===== config.mk =====
export PLATFORM = sky130hd
export DESIGN_NAME = decode_stage_fifo
export DESIGN_NICKNAME = d
export VERILOG_FILES = /design/src/rtl/decode_stage_fifo.sv
export SDC_FILE = /design/constraint.sdc
export NUM_CORES = 1
export LEC_CHECK = 0
export ABC_AREA = 1
export CORE_AREA = 2 2 129 131
export DETAILED_ROUTE_END_ITERATION = 6
export DIE_AREA = 0 0 131 133
export GPL_ROUTABILITY_DRIVEN = 0
export PLACE_DENSITY = 0.72
export RECOVER_POWER = 100
export SETUP_SLACK_MARGIN = 0.3
export SLEW_MARGIN = 30
export SYNTH_ARGS = -nofsm -noshare
export SYNTH_HDL_FRONTEND = slang
export SYNTH_SLANG_ARGS = --single-unit
export TNS_END_PERCENT = 10

===== constraint.sdc =====
create_clock -name clk -period 1.5 [get_ports clk]
set_input_delay 0.225 -clock clk [delete_from_list [all_inputs] [get_ports clk]]
set_output_delay 0.225 -clock clk [all_outputs]
set_load 0.02 [all_outputs]

===== src/rtl/decode_stage_fifo.sv =====
`default_nettype none
// ============================================================================
//  Module      : decode_stage_fifo
//  Description : Elastic decode stage. A DEPTH-entry FIFO of fetch packets
//                (PC, instruction) sits between fetch and execute, providing
//                backpressure, buffering, and flush. The head entry is also
//                presented as RV32 base-format fields, so execute needs no
//                slicing logic of its own.
//  Ports       : clk, reset_n             clock / async active-low reset
//                PC_in, instr_in          incoming fetch packet
//                pipeline_in_valid        incoming packet valid
//                in_ready                 stage can accept a packet this cycle
//                PC_out, instr_out        head packet
//                opcode_out .. rs2_out    RV32 fields sliced from instr_out
//                illegal_out              head is not a 32-bit encoding
//                pipeline_out_valid       head entry valid
//                stall                    downstream refuses head this cycle
//                flush                    discard buffered and incoming packets
//                count                    entries held
//                stall_cycles             saturating count of stalled-valid cycles
//  Revision    : 1.0 - initial release
// ============================================================================
module decode_stage_fifo #(
    parameter int ADDR_W  = 32,
    parameter int INSTR_W = 32,
    parameter int DEPTH   = 2,
    parameter int CNT_W   = 16
) (
    input  logic                       clk,
    input  logic                       reset_n,
    input  logic [ADDR_W-1:0]          PC_in,
    input  logic [INSTR_W-1:0]         instr_in,
    input  logic                       pipeline_in_valid,
    output logic                       in_ready,
    output logic [ADDR_W-1:0]          PC_out,
    output logic [INSTR_W-1:0]         instr_out,
    output logic [6:0]                 opcode_out,
    output logic [4:0]                 rd_out,
    output logic [2:0]                 funct3_out,
    output logic [4:0]                 rs1_out,
    output logic [4:0]                 rs2_out,
    output logic                       illegal_out,
    output logic                       pipeline_out_valid,
    input  logic                       stall,
    input  logic                       flush,
    output logic [$clog2(DEPTH):0]     count,
    output logic [CNT_W-1:0]           stall_cycles
);

    localparam int c_PTR_W = $clog2(DEPTH);
    localparam int c_OCC_W = c_PTR_W + 1;
    localparam logic [c_OCC_W-1:0] c_FULL = c_OCC_W'(DEPTH);

    // Parameter legality is checked at elaboration time.
    generate
        if (INSTR_W < 32) begin : g_bad_instr_w
            $error("decode_stage_fifo: INSTR_W must be >= 32");
        end
        if (DEPTH < 2 || (DEPTH & (DEPTH - 1)) != 0) begin : g_bad_depth
            $error("decode_stage_fifo: DEPTH must be a power of 2 and >= 2");
        end
    endgenerate

    logic [ADDR_W-1:0]  r_pc_mem    [DEPTH];
    logic [INSTR_W-1:0] r_instr_mem [DEPTH];
    logic [c_PTR_W-1:0] r_wr_ptr;
    logic [c_PTR_W-1:0] r_rd_ptr;
    logic [c_OCC_W-1:0] r_count;
    logic [CNT_W-1:0]   r_stall_cycles;

    logic w_enq;
    logic w_deq;

    // Ready depends only on occupancy: a full FIFO refuses input even when
    // the head is leaving this cycle, so there is no ready path from stall.
    assign in_ready           = (r_count != c_FULL);
    assign pipeline_out_valid = (r_count != '0);

    // Flush overrides both handshakes.
    assign w_enq = pipeline_in_valid && in_ready && !flush;
    assign w_deq = pipeline_out_valid && !stall && !flush;

    // Storage and pointers. Pointers wrap naturally since DEPTH is a power of 2.
    // Flush rewinds the pointers but leaves storage contents in place.
    always_ff @(posedge clk or negedge reset_n) begin
        if (!reset_n) begin
            for (int i = 0; i < DEPTH; i++) begin
                r_pc_mem[i]    <= '0;
                r_instr_mem[i] <= '0;
            end
            r_wr_ptr <= '0;
            r_rd_ptr <= '0;
        end else if (flush) begin
            r_wr_ptr <= '0;
            r_rd_ptr <= '0;
        end else begin
            if (w_enq) begin
                r_pc_mem[r_wr_ptr]    <= PC_in;
                r_instr_mem[r_wr_ptr] <= instr_in;
                r_wr_ptr              <= r_wr_ptr + c_PTR_W'(1);
            end
            if (w_deq) begin
                r_rd_ptr <= r_rd_ptr + c_PTR_W'(1);
            end
        end
    end

    // Occupancy: unchanged on simultaneous enqueue and dequeue.
    always_ff @(posedge clk or negedge reset_n) begin
        if (!reset_n) begin
            r_count <= '0;
        end else if (flush) begin
            r_count <= '0;
        end else begin
            case ({w_enq, w_deq})
                2'b10:   r_count <= r_count + c_OCC_W'(1);
                2'b01:   r_count <= r_count - c_OCC_W'(1);
                default: r_count <= r_count;
            endcase
        end
    end

    // Performance counter: counts every cycle a valid head is held by stall,
    // independent of flush, and sticks at its maximum value.
    always_ff @(posedge clk or negedge reset_n) begin
        if (!reset_n) begin
            r_stall_cycles <= '0;
        end else if (pipeline_out_valid && stall && (r_stall_cycles != '1)) begin
            r_stall_cycles <= r_stall_cycles + CNT_W'(1);
        end
    end

    assign count        = r_count;
    assign stall_cycles = r_stall_cycles;

    // Head is read combinationally; when empty it shows stale storage.
    assign PC_out    = r_pc_mem[r_rd_ptr];
    assign instr_out = r_instr_mem[r_rd_ptr];

    // RV32 base fields are pure slices of the head instruction.
    assign opcode_out  = instr_out[6:0];
    assign rd_out      = instr_out[11:7];
    assign funct3_out  = instr_out[14:12];
    assign rs1_out     = instr_out[19:15];
    assign rs2_out     = instr_out[24:20];
    assign illegal_out = (instr_out[1:0] != 2'b11);

endmodule
`default_nettype wire


### After elaboration in Yosys (flattened, before gate mapping)

Index checks and enable logic that the tools add are counted.

| storage, ports and cells | value |
|---|---|
| register bits | 148 |
| output and inout bits | 110 |
| logic and storage cells | 54 |

| operators by class | value |
|---|---|
| add/sub/neg operators | 5 |
| magnitude comparators | 3 |
| equal/unequal tests | 5 |
| multiplexer cells | 16 |
| bitwise gates (word level) | 3 |
| reductions and logical operators | 14 |

Operator list:

| cell | count |
|---|---|
| 32-bit 2-to-1 mux | 7 |
| 64-bit bitwise mux | 2 |
| 32-bit demux with 1-bit select | 1 |
| 16-bit by 1-bit adder with 16-bit output, second input constant | 1 |
| 16-bit inequality test, second input constant | 1 |
| 1-bit logical AND | 7 |
| 2-bit nonzero test | 3 |
| 2-bit greater-or-equal comparator, second input constant | 2 |
| 1-bit 2-to-1 mux | 4 |
| 2-bit inequality test, second input constant | 2 |
| 1-bit inverter with 2-bit output | 2 |
| 2-bit one-hot mux with 2 select lines | 1 |
| 3-bit nonzero test | 1 |
| 1-bit adder, second input constant | 2 |
| 2-bit by 1-bit adder with 2-bit output, second input constant | 1 |
| 2-bit by 1-bit equality test with 1-bit output, second input constant | 1 |
| 2-bit equality test, second input constant | 1 |
| 1-bit logical NOT | 2 |
| 2-bit by 1-bit less-than comparator with 1-bit output, second input constant | 1 |
| 2-bit 2-to-1 mux | 1 |
| 2-bit AND reduction | 1 |
| 2-bit by 1-bit subtractor with 2-bit output, second input constant | 1 |
| 1-bit inverter | 1 |

### Longest topological paths before layout

Gate-level depths: netlist of the first run.

| logic depth | value |
|---|---|
| word-level depth | 6 |
| mapped depth | 9 |

### Worst setup path before layout of the first run

No wires, ideal clock.

| path | value |
|---|---|
| path type | flip-flop to output port |
| start point | register r_rd_ptr |
| end point | output rs2_out[4] |
| arrival | 1396 ps |
| slack | -121 ps |
| cell stages (with the launch flop) | 7 |
| path buffers | 3 |
| cells stage by stage | dfrtp_1 -> inv_1 -> clkbuf_1 -> buf_1 -> nand2_1 -> nand2_1 -> buf_4 |

| between the ends | value |
|---|---|
| longest elaborated chain between the ends | 4 |

Ends and longest elaborated chain:

| item | RTL line | RTL |
|---|---|---|
| start: declaration | 67 | `logic [c_PTR_W-1:0] r_rd_ptr;` |
| start signal: assignment | 103 | `r_rd_ptr <= r_rd_ptr + c_PTR_W'(1);` |
| 1-bit inverter with 2-bit output (implied by the code) | 138 | `assign instr_out = r_instr_mem[r_rd_ptr];` |
| 32-bit 2-to-1 mux (implied by the code) (3 in series) | 138 |  |
| end: declaration | 41 | `output logic [4:0] rs2_out,` |

No other way between the ends. The select of a mux whose other input is x is not followed.

### Worst setup path after layout of the first run

Same ends and word-level chain as after synthesis.

==> results of run 1 <==
[final timing paths]
kind                       slack, ps                           to  cells after the start                startpoint
setup / recovery                -230                   rs2_out[4]                      5      r_rd_ptr$_DFFE_PN0P_
hold / removal                   360     r_pc_mem[51]$_DFFE_PN0P_                      3                 PC_in[19]
setup reg to reg                -140     r_pc_mem[37]$_DFFE_PN0P_                      8      count[0]$_DFFE_PN0P_
hold reg to reg                  490     r_pc_mem[28]$_DFFE_PN0P_                      2  r_pc_mem[28]$_DFFE_PN0P_
max in group asynchronous        140  stall_cycles[0]$_DFFE_PN0P_                      3                   reset_n
min in group asynchronous        540  stall_cycles[7]$_DFFE_PN0P_                      2                   reset_n
[power by group]
group / switching, mW / internal, mW / total (mW) / leakage (nW)
Sequential: 1.06 / 5.50 / 6.56 / 1.85
Clock: 1.66 / 2.76 / 4.42 / 0.299
Combinational: 4.79 / 3.61 / 8.40 / 3.02
[logic make-up (layout without fill, tap and decap cells)]
logic type / after synthesis / in the layout
xor gates and xnor gates: 7 / 7
DFF: 148 / 148
adders and majority gates: 1 / 1
and+or+nand+nor: 436 / 436
AOI/OAI and AO/OA: 141 / 141
buffers and inverters: 154 / 355
[cell usage after synthesis]
cell,count
nand2_1,395
dfrtp_1,148
inv_1,83
o21ai_0,83
o21ai_1,54
buf_4,29
clkbuf_1,19
nor2_1,18
buf_2,8
buf_1,7
xnor2_1,7
buf_6,6
nand4_1,6
nand2_2,5
nand3_1,5
a21oi_1,2
nand2_4,2
nand3_2,2
clkinv_2,1
ha_1,1
inv_2,1
nand3b_1,1
nor2_2,1
nor2_4,1
o21ai_4,1
o21bai_1,1
[critical path, cell delays in order (launching register included)]
cell and delay [ps]:
dfrtp_2 450, clkinv_4 140, buf_12 190, nand2_1 60
nand2_1 70, clkbuf_2 170
[cell type report]
| class | instances | area [um2] |
|---|---|---|
| clock buffer | 17 | 425.4 |
| tap | 220 | 275.3 |
| fill | 1409 | 6086 |
| timing repair buffer | 239 | 2216 |
| multi-input combinational | 585 | 2938 |
| clock inverter | 14 | 186.4 |
| inverter | 85 | 331.6 |
| sequential | 148 | 3714 |
[state kept, by name, summed over array words and instances (netlist names)]
signal and cells:
stall_cycles 16, r_instr_mem 64, count 2, r_rd_ptr 1, r_pc_mem 64, r_wr_ptr 1
[routing by layer]
metal | GRT usage, % | share of wire (%) | wire, um | vias up
li1 | - | - | - | 3099
met1 | 27.25 | 45 | 8151 | 2902
met2 | 32.67 | 49 | 8851 | 155
met3 | 5.216 | 5.1 | 925 | 18
met4 | 5.615 | 1.2 | 224 | 0
met5 | 0 | 0 | 0 | -
[metrics by stage]
step	total power [mW]	area [um2]	setup WS (ps)	cells	util, %
after floorplan	11.64	7267	56.81	887	-
after global placement	14.72	9417	-229.9	1272	58.23
after detailed placement	14.92	9417	-242.0	1272	58.23
after CTS	19.00	9844	-675.4	1304	60.87
after global routing	20.57	10090	-296.7	1308	62.37
final	19.38	10090	-226.9	1308	62.37
[timing repair]
action / 4_1_cts / 5_1_grt
pin swaps: 0 / 26
resized for setup: 451 / 249
setup buffers: 0 / 0
endpoints found under the hold margin: 37 / 0
hold buffers: 1 / 0
gates cloned: 0 / 4
setup endpoints to repair: 256 / 258
==> results.json, run 1 <==
{
  "antenna_cells": 0,
  "worstMarginPinSlew_ps": 1101,
  "boundaryPins": 179,
  "cts_tree": "yes",
  "synth-xor-area-share_pct": 0.8819,
  "clock.fmax_mhz": 579.1,
  "cp.required_ps": 1270,
  "yosys-top-cells-area": "dfrtp_1 53%, nand2_1 21%, o21ai_0 6.0%",
  "hold_violations": 0,
  "worst_slack_ps": -226.9,
  "hold_path_class": "in2reg",
  "ant_nets": 0,
  "fin_crit_ps": 1727,
  "grt_pass1_vias": 5749,
  "p_per_area_nw_per_um2": 1922,
  "htreeDepth": 4,
  "drive_gt1_share_pct": 28.13,
  "cp_data_arrival_time_ps": 1500,
  "firstDrtPassIters": 4,
  "numCtsBuffers": 17,
  "grt_max_degree": 43,
  "core_um2": 16170,
  "netlist_area_um2": 6952,
  "synth.top_cell.area_share_pct": 53.28,
  "fin_nets": 1146,
  "drv_cap": 0,
  "violations": "setup timing",
  "clk_latency_ps": 420,
  "clkSinkCount": 148,
  "ys_ff_latch": 148,
  "finalSetupViolations": 155,
  "synth_compound_area_share_pct": 10.35,
  "drc": 0,
  "yosysSeqAreaShare_pct": 53.28,
  "fp.dieArea_um2": 17420,
  "syn_avg_cell_area_um2": 7.837,
  "vias": 6174,
  "slew_headroom_pct": 26.58,
  "cp_max_fo": 15,
  "end_kind": "output pin",
  "wire_per_inst_um": 13.88,
  "fin_tns_setup_ps": -22350,
  "yosys.area_share.adder_pct": 0.1800,
  "finalCritPeriodShare_pct": 115.1,
  "grtUsageTotal_pct": 20.31,
  "p_leak_nw": 5.163,
  "timing_worst_setup_path_type": "reg2out",
  "cp-start-kind": "flop",
  "io_buffers": 178,
  "slew_viol_final": 0,
  "rsz0062_at_grt": "yes",
  "final_cell_mix": "332 x nand2_1, 140 x dfrtp_1, 96 x buf_4",
  "wirelength_um": 18150,
  "layout_commonest_cell": "nand2_1",
  "clk_pin_slew_ps": 60,
  "cts_buffer_depth": 2,
  "start_util_pct": 42.99,
  "synthSimpleGateAreaFrac_pct": 24.62,
  "drtIter0Drc": 315,
  "max-vdd-ir-drop_mv": 0.9282,
  "vias_per_cell": 4.720,
  "die_x_um": 131,
  "grt_pass1_wl_um": 27810,
  "antenna_found_initial": 0,
  "syn_nets": 957,
  "synth_top_family_by_area": "simple AND/OR/NAND/NOR gates",
  "place_hpwl_um": 11900,
  "run_status": "finished with violations",
  "overflow": 0,
  "clock-root-buffer": "clkbuf_16",
  "skew_ps": 8.630,
  "die_y_um": 133,
  "postSynthCellCount": 887,
  "syn2layout_area_growth_pct": 45.09,
  "muxShareOfSynthArea_pct": 0,
  "yosys.area.top_type": "dfrtp_1",
  "hold_slack_ps": 362.1,
  "synthDistinctLibCells": 26,
  "ys_warn_count": 0,
  "rows": 47
}
No activity file was read; power rests on OpenSTA's default activity.
==> run 2, diff against run 1 <==
SETUP_SLACK_MARGIN = unset   (was 0.3)
==> results.json, run 2 (synthesis gave the netlist of run 1 again) <==
{
  "cts_buffer_depth": 2,
  "cts_tree": "yes",
  "stdcell_area_um2": 9628,
  "finalCritPeriodShare_pct": 112.7,
  "regArea_um2": 3710,
  "violations": "setup timing",
  "slew_viol_final": 0,
  "clock-root-buffer": "clkbuf_16",
  "place_hpwl_um": 11650,
  "drive_gt1_share_pct": 21.69,
  "finalSetupViolations": 90,
  "cp_data_arrival_time_ps": 1470,
  "worstMarginPinSlew_ps": 854.8,
  "p_total_mw": 18.87,
  "numCtsBuffers": 17,
  "skew_ps": 7.252,
  "vias": 6031,
  "grtUsageTotal_pct": 20.37,
  "p_per_area_nw_per_um2": 1960,
  "antenna_cells": 0,
  "grt_pass1_vias": 5710,
  "clk_pin_slew_ps": 60,
  "drtIter0Drc": 362,
  "clock.fmax_mhz": 591.5,
  "die_y_um": 133,
  "worst_slack_ps": -190.7,
  "finish.utilization_pct": 59.54,
  "drc": 0,
  "rsz0062_at_grt": "yes",
  "hold_path_class": "in2reg",
  "cp_max_fo": 24,
  "fin_nets": 1137,
  "firstDrtPassIters": 5,
  "hold_violations": 0,
  "start_util_pct": 42.99,
  "fillCellCount": 1478,
  "end_kind": "output pin",
  "rows": 47,
  "vias_per_cell": 4.643,
  "final_cell_mix": "358 x nand2_1, 143 x dfrtp_1, 83 x inv_1, 83 x o21ai_0, 67 x clkdlybuf4s50_1",
  "syn2layout_area_growth_pct": 38.50,
  "drv_cap": 0,
  "die_x_um": 131,
  "fin_crit_ps": 1691,
  "p_leak_nw": 5.015,
  "grt_max_degree": 59,
  "clk_latency_ps": 420,
  "max-vdd-ir-drop_mv": 0.9142,
  "pre_cts_ws_ps": -244.5,
  "fp.dieArea_um2": 17420,
  "layout_commonest_cell": "nand2_1",
  "run_status": "finished with violations",
  "io_buffers": 178,
  "multi_input_area_um2": 2610,
  "timing_worst_setup_path_type": "reg2out",
  "ant_nets": 0,
  "wirelength_um": 16930,
  "cp-start-kind": "flop",
  "wire_per_inst_um": 13.04,
  "overflow": 0,
  "placed_cell_area_um2": 9059,
  "clkSinkCount": 148,
  "cp.required_ps": 1270,
  "boundaryPins": 179,
  "dp.cells": 1264,
  "slew_headroom_pct": 43.01,
  "grt_pass1_wl_um": 27920,
  "htreeDepth": 4,
  "antenna_found_initial": 0,
  "stdcell_count": 1299,
  "core_um2": 16170
}
run 2: final cells by class:
class | count | share of cell area (%)
clock buffer | 19 | 4.600
clock inverter | 12 | 2.131
inverter | 85 | 3.392
multi-input combinational | 585 | 27.11
sequential | 148 | 38.53
tap | 220 | 2.859
timing repair buffer | 230 | 21.38
run 2: power breakdown:
part	leakage, nW	switching (mW)	total (mW)	internal (mW)
registers	1.85	0.868	6.37	5.50
clock network	0.309	1.65	4.64	2.99
logic	2.85	4.56	7.87	3.31
run 2: worst max-delay path, stage by stage (launching register included):
cell	delay, ps
dfrtp_2	410
buf_6	240
nand2_1	110
nand2_2	100
nand2_2	50
buf_6	120
run 2: routing by layer:
layer	vias up	GRT usage, %	wire length [um]
met4	0	6.619	236
met5	-	0	0
met1	2771	27.76	7650
met2	167	32.76	8301
li1	3076	-	-
met3	17	3.922	746
run 2: path summary, 6_finish.rpt:
kind | start | to | slack, ps | cells past startpoint
setup / recovery | r_rd_ptr$_DFFE_PN0P_ | illegal_out | -190 | 5
hold / removal | instr_in[5] | r_instr_mem[37]$_DFFE_PN0P_ | 370 | 3
setup reg to reg | stall_cycles[0]$_DFFE_PN0P_ | stall_cycles[14]$_DFFE_PN0P_ | 40 | 8
hold reg to reg | r_instr_mem[24]$_DFFE_PN0P_ | r_instr_mem[24]$_DFFE_PN0P_ | 480 | 2
max in group asynchronous | reset_n | stall_cycles[0]$_DFFE_PN0P_ | 170 | 3
min in group asynchronous | reset_n | r_pc_mem[53]$_DFFE_PN0P_ | 450 | 2
run 2: timing repair:
action                                  4_1_cts  5_1_grt
gates resized for setup                     482       95
pin swaps                                     2        4
hold buffers                                  1        0
endpoints found under the setup margin      110      115
buffers inserted                              3        0
cloned                                        2        0
hold endpoints to repair                     31        0
run 2: through the flow:
step / hold slack (ps) / TNS (ps)
after floorplan: -70.59 / -638.1
after global routing: 376.9 / -23790
final: 368.2 / -13110
after global placement: 136.2 / -30970
after CTS: 251.4 / -18210
after detailed placement: 134.5 / -35760
==> run 3, diff against run 2 <==
SLEW_MARGIN = unset   (was 30)
==> results of run 3 <==
Final layout, timing and power as in run 2 (identical DEF).
